## src/rtl/instr_fetch_unit_if.sv

```systemverilog
// Fetch unit bus bundle: instruction-memory request/grant/response, redirect and decode handshake.
// master is the fetch unit side; slave is the memory/decoder/backend side.
interface instr_fetch_unit_if;
   logic        imem_req_o;
   logic [31:0] imem_addr_o;
   logic        imem_gnt_i;
   logic        imem_rvalid_i;
   logic [31:0] imem_rdata_i;
   logic        redirect_i;
   logic [31:0] redirect_pc_i;
   logic [31:0] instr_o;
   logic [31:0] pc_o;
   logic        valid_o;
   logic        ready_i;
   logic        is_branch_o;

   modport master (
      output imem_req_o, imem_addr_o, instr_o, pc_o, valid_o, is_branch_o,
      input  imem_gnt_i, imem_rvalid_i, imem_rdata_i, redirect_i, redirect_pc_i, ready_i
   );

   modport slave (
      input  imem_req_o, imem_addr_o, instr_o, pc_o, valid_o, is_branch_o,
      output imem_gnt_i, imem_rvalid_i, imem_rdata_i, redirect_i, redirect_pc_i, ready_i
   );
endinterface

```

## src/rtl/instr_fetch_unit.sv

```systemverilog
// Instruction fetch stage: PC, single-outstanding imem fetch and a 2-entry decode FIFO.
// Define FETCH_PREDECODE_EN to store a per-entry beq hint driving is_branch_o.
module instr_fetch_unit #(
   parameter logic [31:0] RESET_PC = 32'h0000_0000
) (
   input  logic               clk_i,
   input  logic               rst_i,
   instr_fetch_unit_if.master bus
);

   typedef enum logic [1:0] {StIdle, StWait, StWaitDrop} state_e;

   state_e            state_q;
   logic [31:0]       pc_q;
   logic [31:0]       req_pc_q;
   logic [1:0]        count_q, count_d;
   logic [1:0][31:0]  instr_q, instr_d;
   logic [1:0][31:0]  epc_q, epc_d;
`ifdef FETCH_PREDECODE_EN
   logic [1:0]        br_q, br_d;
`endif

   logic        req;
   logic        push;
   logic        pop;
   logic        wr_slot;
   logic [31:0] redirect_tgt;

   assign redirect_tgt = bus.redirect_pc_i & 32'hFFFF_FFFC;
   assign req  = (state_q == StIdle) && !bus.redirect_i && (count_q < 2'd2) && !rst_i;
   assign push = (state_q == StWait) && bus.imem_rvalid_i && !bus.redirect_i;
   assign pop  = (count_q != 2'd0) && bus.ready_i && !bus.redirect_i;

   assign bus.imem_req_o  = req;
   assign bus.imem_addr_o = pc_q;
   assign bus.valid_o     = (count_q != 2'd0);
   assign bus.instr_o     = instr_q[0];
   assign bus.pc_o        = epc_q[0];
`ifdef FETCH_PREDECODE_EN
   assign bus.is_branch_o = br_q[0];
`else
   assign bus.is_branch_o = 1'b0;
`endif

   // Entry 0 is always the head; a push lands just behind the post-pop head.
   always_comb begin
      instr_d = instr_q;
      epc_d   = epc_q;
      count_d = count_q;
`ifdef FETCH_PREDECODE_EN
      br_d    = br_q;
`endif
      wr_slot = (count_q == 2'd2) || ((count_q == 2'd1) && !pop);
      if (bus.redirect_i) begin
         count_d = 2'd0;
      end else begin
         if (pop) begin
            instr_d[0] = instr_q[1];
            epc_d[0]   = epc_q[1];
`ifdef FETCH_PREDECODE_EN
            br_d[0]    = br_q[1];
`endif
         end
         if (push) begin
            instr_d[wr_slot] = bus.imem_rdata_i;
            epc_d[wr_slot]   = req_pc_q;
`ifdef FETCH_PREDECODE_EN
            br_d[wr_slot]    = (bus.imem_rdata_i[31:26] == 6'd4);
`endif
         end
         count_d = count_q + {1'b0, push} - {1'b0, pop};
      end
   end

   always_ff @(posedge clk_i) begin
      if (rst_i) begin
         state_q  <= StIdle;
         pc_q     <= RESET_PC;
         req_pc_q <= RESET_PC;
         count_q  <= 2'd0;
         instr_q  <= '0;
         epc_q    <= '0;
`ifdef FETCH_PREDECODE_EN
         br_q     <= '0;
`endif
      end else begin
         count_q <= count_d;
         instr_q <= instr_d;
         epc_q   <= epc_d;
`ifdef FETCH_PREDECODE_EN
         br_q    <= br_d;
`endif
         if (bus.redirect_i) begin
            pc_q <= redirect_tgt;
         end else if (req && bus.imem_gnt_i) begin
            pc_q <= pc_q + 32'd4;
         end
         unique case (state_q)
            StIdle: begin
               if (req && bus.imem_gnt_i) begin
                  state_q  <= StWait;
                  req_pc_q <= pc_q;
               end
            end
            // A response arriving with the redirect retires the request, so no drop is pending.
            StWait: begin
               if (bus.imem_rvalid_i) begin
                  state_q <= StIdle;
               end else if (bus.redirect_i) begin
                  state_q <= StWaitDrop;
               end
            end
            StWaitDrop: begin
               if (bus.imem_rvalid_i) begin
                  state_q <= StIdle;
               end
            end
            default: state_q <= StIdle;
         endcase
      end
   end

endmodule
```

## src/flat_wrapper.sv

```systemverilog
// flat-port wrapper written by rule: the top's interface ports become plain ports
module instr_fetch_unit_flat 
#(
   parameter logic [31:0] RESET_PC = 32'h0000_0000
)
  (clk_i, rst_i, bus_imem_req_o, bus_imem_addr_o, bus_instr_o, bus_pc_o, bus_valid_o, bus_is_branch_o, bus_imem_gnt_i, bus_imem_rvalid_i, bus_imem_rdata_i, bus_redirect_i, bus_redirect_pc_i, bus_ready_i);
  instr_fetch_unit_if bus_i ();
  input  logic clk_i;
  input  logic rst_i;
  output wire logic [$bits(bus_i.imem_req_o)-1:0] bus_imem_req_o;
  output wire logic [$bits(bus_i.imem_addr_o)-1:0] bus_imem_addr_o;
  output wire logic [$bits(bus_i.instr_o)-1:0] bus_instr_o;
  output wire logic [$bits(bus_i.pc_o)-1:0] bus_pc_o;
  output wire logic [$bits(bus_i.valid_o)-1:0] bus_valid_o;
  output wire logic [$bits(bus_i.is_branch_o)-1:0] bus_is_branch_o;
  input wire logic [$bits(bus_i.imem_gnt_i)-1:0] bus_imem_gnt_i;
  input wire logic [$bits(bus_i.imem_rvalid_i)-1:0] bus_imem_rvalid_i;
  input wire logic [$bits(bus_i.imem_rdata_i)-1:0] bus_imem_rdata_i;
  input wire logic [$bits(bus_i.redirect_i)-1:0] bus_redirect_i;
  input wire logic [$bits(bus_i.redirect_pc_i)-1:0] bus_redirect_pc_i;
  input wire logic [$bits(bus_i.ready_i)-1:0] bus_ready_i;
  assign bus_imem_req_o = bus_i.imem_req_o;
  assign bus_imem_addr_o = bus_i.imem_addr_o;
  assign bus_instr_o = bus_i.instr_o;
  assign bus_pc_o = bus_i.pc_o;
  assign bus_valid_o = bus_i.valid_o;
  assign bus_is_branch_o = bus_i.is_branch_o;
  assign bus_i.imem_gnt_i = bus_imem_gnt_i;
  assign bus_i.imem_rvalid_i = bus_imem_rvalid_i;
  assign bus_i.imem_rdata_i = bus_imem_rdata_i;
  assign bus_i.redirect_i = bus_redirect_i;
  assign bus_i.redirect_pc_i = bus_redirect_pc_i;
  assign bus_i.ready_i = bus_ready_i;
  instr_fetch_unit #(.RESET_PC(RESET_PC)) u_core (.clk_i(clk_i), .rst_i(rst_i), .bus(bus_i));
endmodule
```

## config.mk

```make
export PLATFORM = sky130hd
export DESIGN_NAME = instr_fetch_unit_flat
export DESIGN_NICKNAME = d
export VERILOG_FILES = /design/src/rtl/instr_fetch_unit_if.sv /design/src/rtl/instr_fetch_unit.sv /design/src/flat_wrapper.sv
export SDC_FILE = /design/constraint.sdc
export NUM_CORES = 1
export LEC_CHECK = 0
export CAP_MARGIN = 20
export CORE_MARGIN = 1
export CORE_UTILIZATION = 52
export CTS_BUF_LIST = sky130_fd_sc_hd__clkbuf_16
export DETAILED_ROUTE_END_ITERATION = 10
export PLACE_DENSITY = 0.79
export SLEW_MARGIN = 40
export SYNTH_ARGS = -nofsm -noshare
export SYNTH_HDL_FRONTEND = slang
export SYNTH_SLANG_ARGS = --single-unit
```

## constraint.sdc

```tcl
create_clock -name clk_i -period 3.7 [get_ports clk_i]
set_input_delay 0.74 -clock clk_i [delete_from_list [all_inputs] [get_ports clk_i]]
set_output_delay 0.74 -clock clk_i [all_outputs]
set_load 0.1 [all_outputs]
```

==> impl_results.md <==
- Clk_lat worst skew: 0.43 ns
- Via count: 7241
- DIE AREA: 16700 µm²
- FF+latch count, synth: 190
- WL final: 20.2 mm
- Setup Fix Bufs, Post-CTS: 0
- # IOs: 169
- Maximum root-to-sink buffer count: 2
- Asr flop ratio synth: 0
- Post-CTS Hold Buffers: 0
- Fin area: 9920 µm²
- DR WL/cell: 15.5 µm
- # DRC: 0
- Nets: 1151
- Pwr per Cell Area: 456 nW/µm²
- Peak VDD IR: 0.349 mV
- CP Max Fanout: 28
- Post-synth EDFFs: 0
- Cells after Synth: 1019
- Initial Util: 0.531
- Top Usage Layer GRT: met2
- First-pass iteration count of the detailed router: 5
- GR Util met3: 0.0450
- Initial DRC count: 451
- Antenna violations before repair: 1
- RSZ-0062 raised after global routing: no
- Die Height: 129 µm
- Clk root buf: clkbuf_16
- Met2 usage: 0.397
- Pin count of the biggest net entering global routing: 83
- Fraction of layout cells with a size suffix above 1: 0.144
- Setup TNS: 0 ns
- Placed cell areas: 9290 µm²
- Setup crit end kind: flip-flop
- Crit path required time: 4.06 ns
- HPWL after DPL: 13.0 mm
- Site Rows: 46
- Finish-stage setup viols: 0
- Fin crit share: 0.757
- Ant diodes: 0
- Port bufs: 163
- Clk_skew: 0.00716 ns
- Kind of critical path: in -> reg
- Global-route wire length before repair: 32.5 mm
- ANT nets after route: 0
- Final Slew Violations: 0
- Global placer's final weighted congestion: 0.834
- Worst slew margin: 0.552
- Fin. Hold Viols: 0
- Synthesized area: 8400 µm²
- Sequential share of the synthesized area: 0.453
- Distinct cells, synth: 49
- Dominant synthesized flop cell: dfxtp_1
- Most frequent cells in the layout: nand2_1, dfxtp_1, a21oi_1
- Core area: 15800 µm²
- Met1 Track Usage GR: 0.335
- Worst Setup Start Kind: primary input
- H-tree depth: 4
- Synth-to-layout area growth: 18.1%
- Grt ovf: 0
- Yosys warns: 0
- Maxcap violations: 0
- Die width: 129 µm
- Clk slew on worst S/H paths: 0.06 ns
- Sink Count: 190
- Final design utilization: 0.627
- Outcome: finished, final reports clean
- FMAX: 0.357 GHz
- Vias in the first global route: 6456
- Via/cell ratio: 5.55
- LEAKAGE: 3.65 nW
- CTS tree: yes
- Gr usage total: 0.247
- Worst Hold Class: reg -> reg
- Clock period minus worst slack: 2.80 ns
- Mapped Avg Cell Area: 8.24 µm²
- CTS Buf Count: 17
- Gates resized, CTS repair: 0
- Crit path DAT: 3.16 ns
- Slew @ Worst Pin: 0.669 ns
- Most common cell after layout, fill and taps aside: nand2_1
## registers in the layout (all words and copies together), names as in the netlist
register and cells:
u_core.instr_q 32, u_core.bus.pc_o 32, u_core.state_q 2, u_core.bus.imem_addr_o 30, u_core.count_q 2, u_core.req_pc_q 30
u_core.bus.instr_o 32, u_core.epc_q 30
## power by group
group | internal, mW | total, mW | switching [mW] | leakage (nW)
sequential | 2.08 | 2.13 | 0.0495 | 1.54
combinational | 0.140 | 0.507 | 0.367 | 1.83
clock | 1.11 | 1.88 | 0.769 | 0.281
## cell families after synthesis
kind of cell    after synthesis  share of synthesized area
xor+xnor                      9                    0.00939
mux                          66                     0.0791
other cells                   1                   0.000446
compound gates              223                      0.164
fa+ha+maj                     3                    0.00447
buf+inv                     153                      0.100
flops                       190                      0.453
simple gates                374                      0.190
## worst paths after layout
check                                        start                         end  slack [ns]  cells after the start
worst max-delay path                bus_imem_gnt_i  u_core.bus.imem_addr_o[20]        0.90                      6
worst min-delay path            u_core.instr_q[59]          u_core.instr_q[59]        0.45                      2
worst max register to register   u_core.state_q[0]  u_core.bus.imem_addr_o[20]        1.22                      5
worst min register to register  u_core.instr_q[59]          u_core.instr_q[59]        0.45                      2
## area by class of cell
cell class	count	area (µm²)
Clock buffer	17	425
Clock inverter	13	175
Fill cell	1394	5910
Inverter	8	30.0
Multi-Input combinational cell	678	3790
Sequential cell	190	3800
Tap cell	216	270
Timing Repair Buffer	183	1420
## worst max-delay path: stages
cell and delay [ns]:
clkdlybuf4s50_1 0.47, or4b_4 0.50, or3_2 0.62, buf_4 0.30, or3_1 0.36, a31oi_1 0.16
## metrics by stage
step / std cells / total power [mW] / hold WS [ns] / setup slack (ns)
final: 1305 / 4.52 / 0.453 / 0.898
after global placement: 1274 / 2.70 / 0.442 / 0.458
after floorplan: 1021 / 2.53 / 0.436 / 0.126
after CTS: 1304 / 4.54 / 0.455 / 0.911
after global routing: 1305 / 4.67 / 0.468 / 0.770
after detailed placement: 1274 / 2.68 / 0.446 / 0.457
## synthesized netlist by cell type, drive strengths merged, types with 2 or more instances
cell / number / area share
a211oi: 63 / 0.056
a21oi: 106 / 0.063
a221oi: 3 / 0.0031
a22oi: 3 / 0.0027
a311oi: 2 / 0.0021
a31oi: 15 / 0.011
a32oi: 2 / 0.0021
and2: 7 / 0.0052
and3: 7 / 0.0052
buf: 85 / 0.070
clkbuf: 60 / 0.027
dfxtp: 190 / 0.45
ha: 3 / 0.0045
inv: 8 / 0.0036
mux2: 3 / 0.0040
mux2i: 63 / 0.075
nand2: 207 / 0.093
nand2b: 6 / 0.0045
nand3: 18 / 0.011
nand4: 13 / 0.0097
nand4b: 2 / 0.0021
nor2: 87 / 0.039
nor2b: 2 / 0.0015
nor3: 7 / 0.0042
nor4: 6 / 0.0045
o21ai: 11 / 0.0066
o22ai: 6 / 0.0045
o311ai: 4 / 0.0042
or2: 2 / 0.0015
or3: 4 / 0.0030
or4: 2 / 0.0018
xor2: 8 / 0.0083
## metal layers
layer / up-vias / share of wire
met4: 0 / 0.017
met5: - / 0
met2: 216 / 0.47
met3: 28 / 0.055
li1: 3577 / -
met1: 3420 / 0.46
Note: power is estimated with default switching activity, not from simulation.
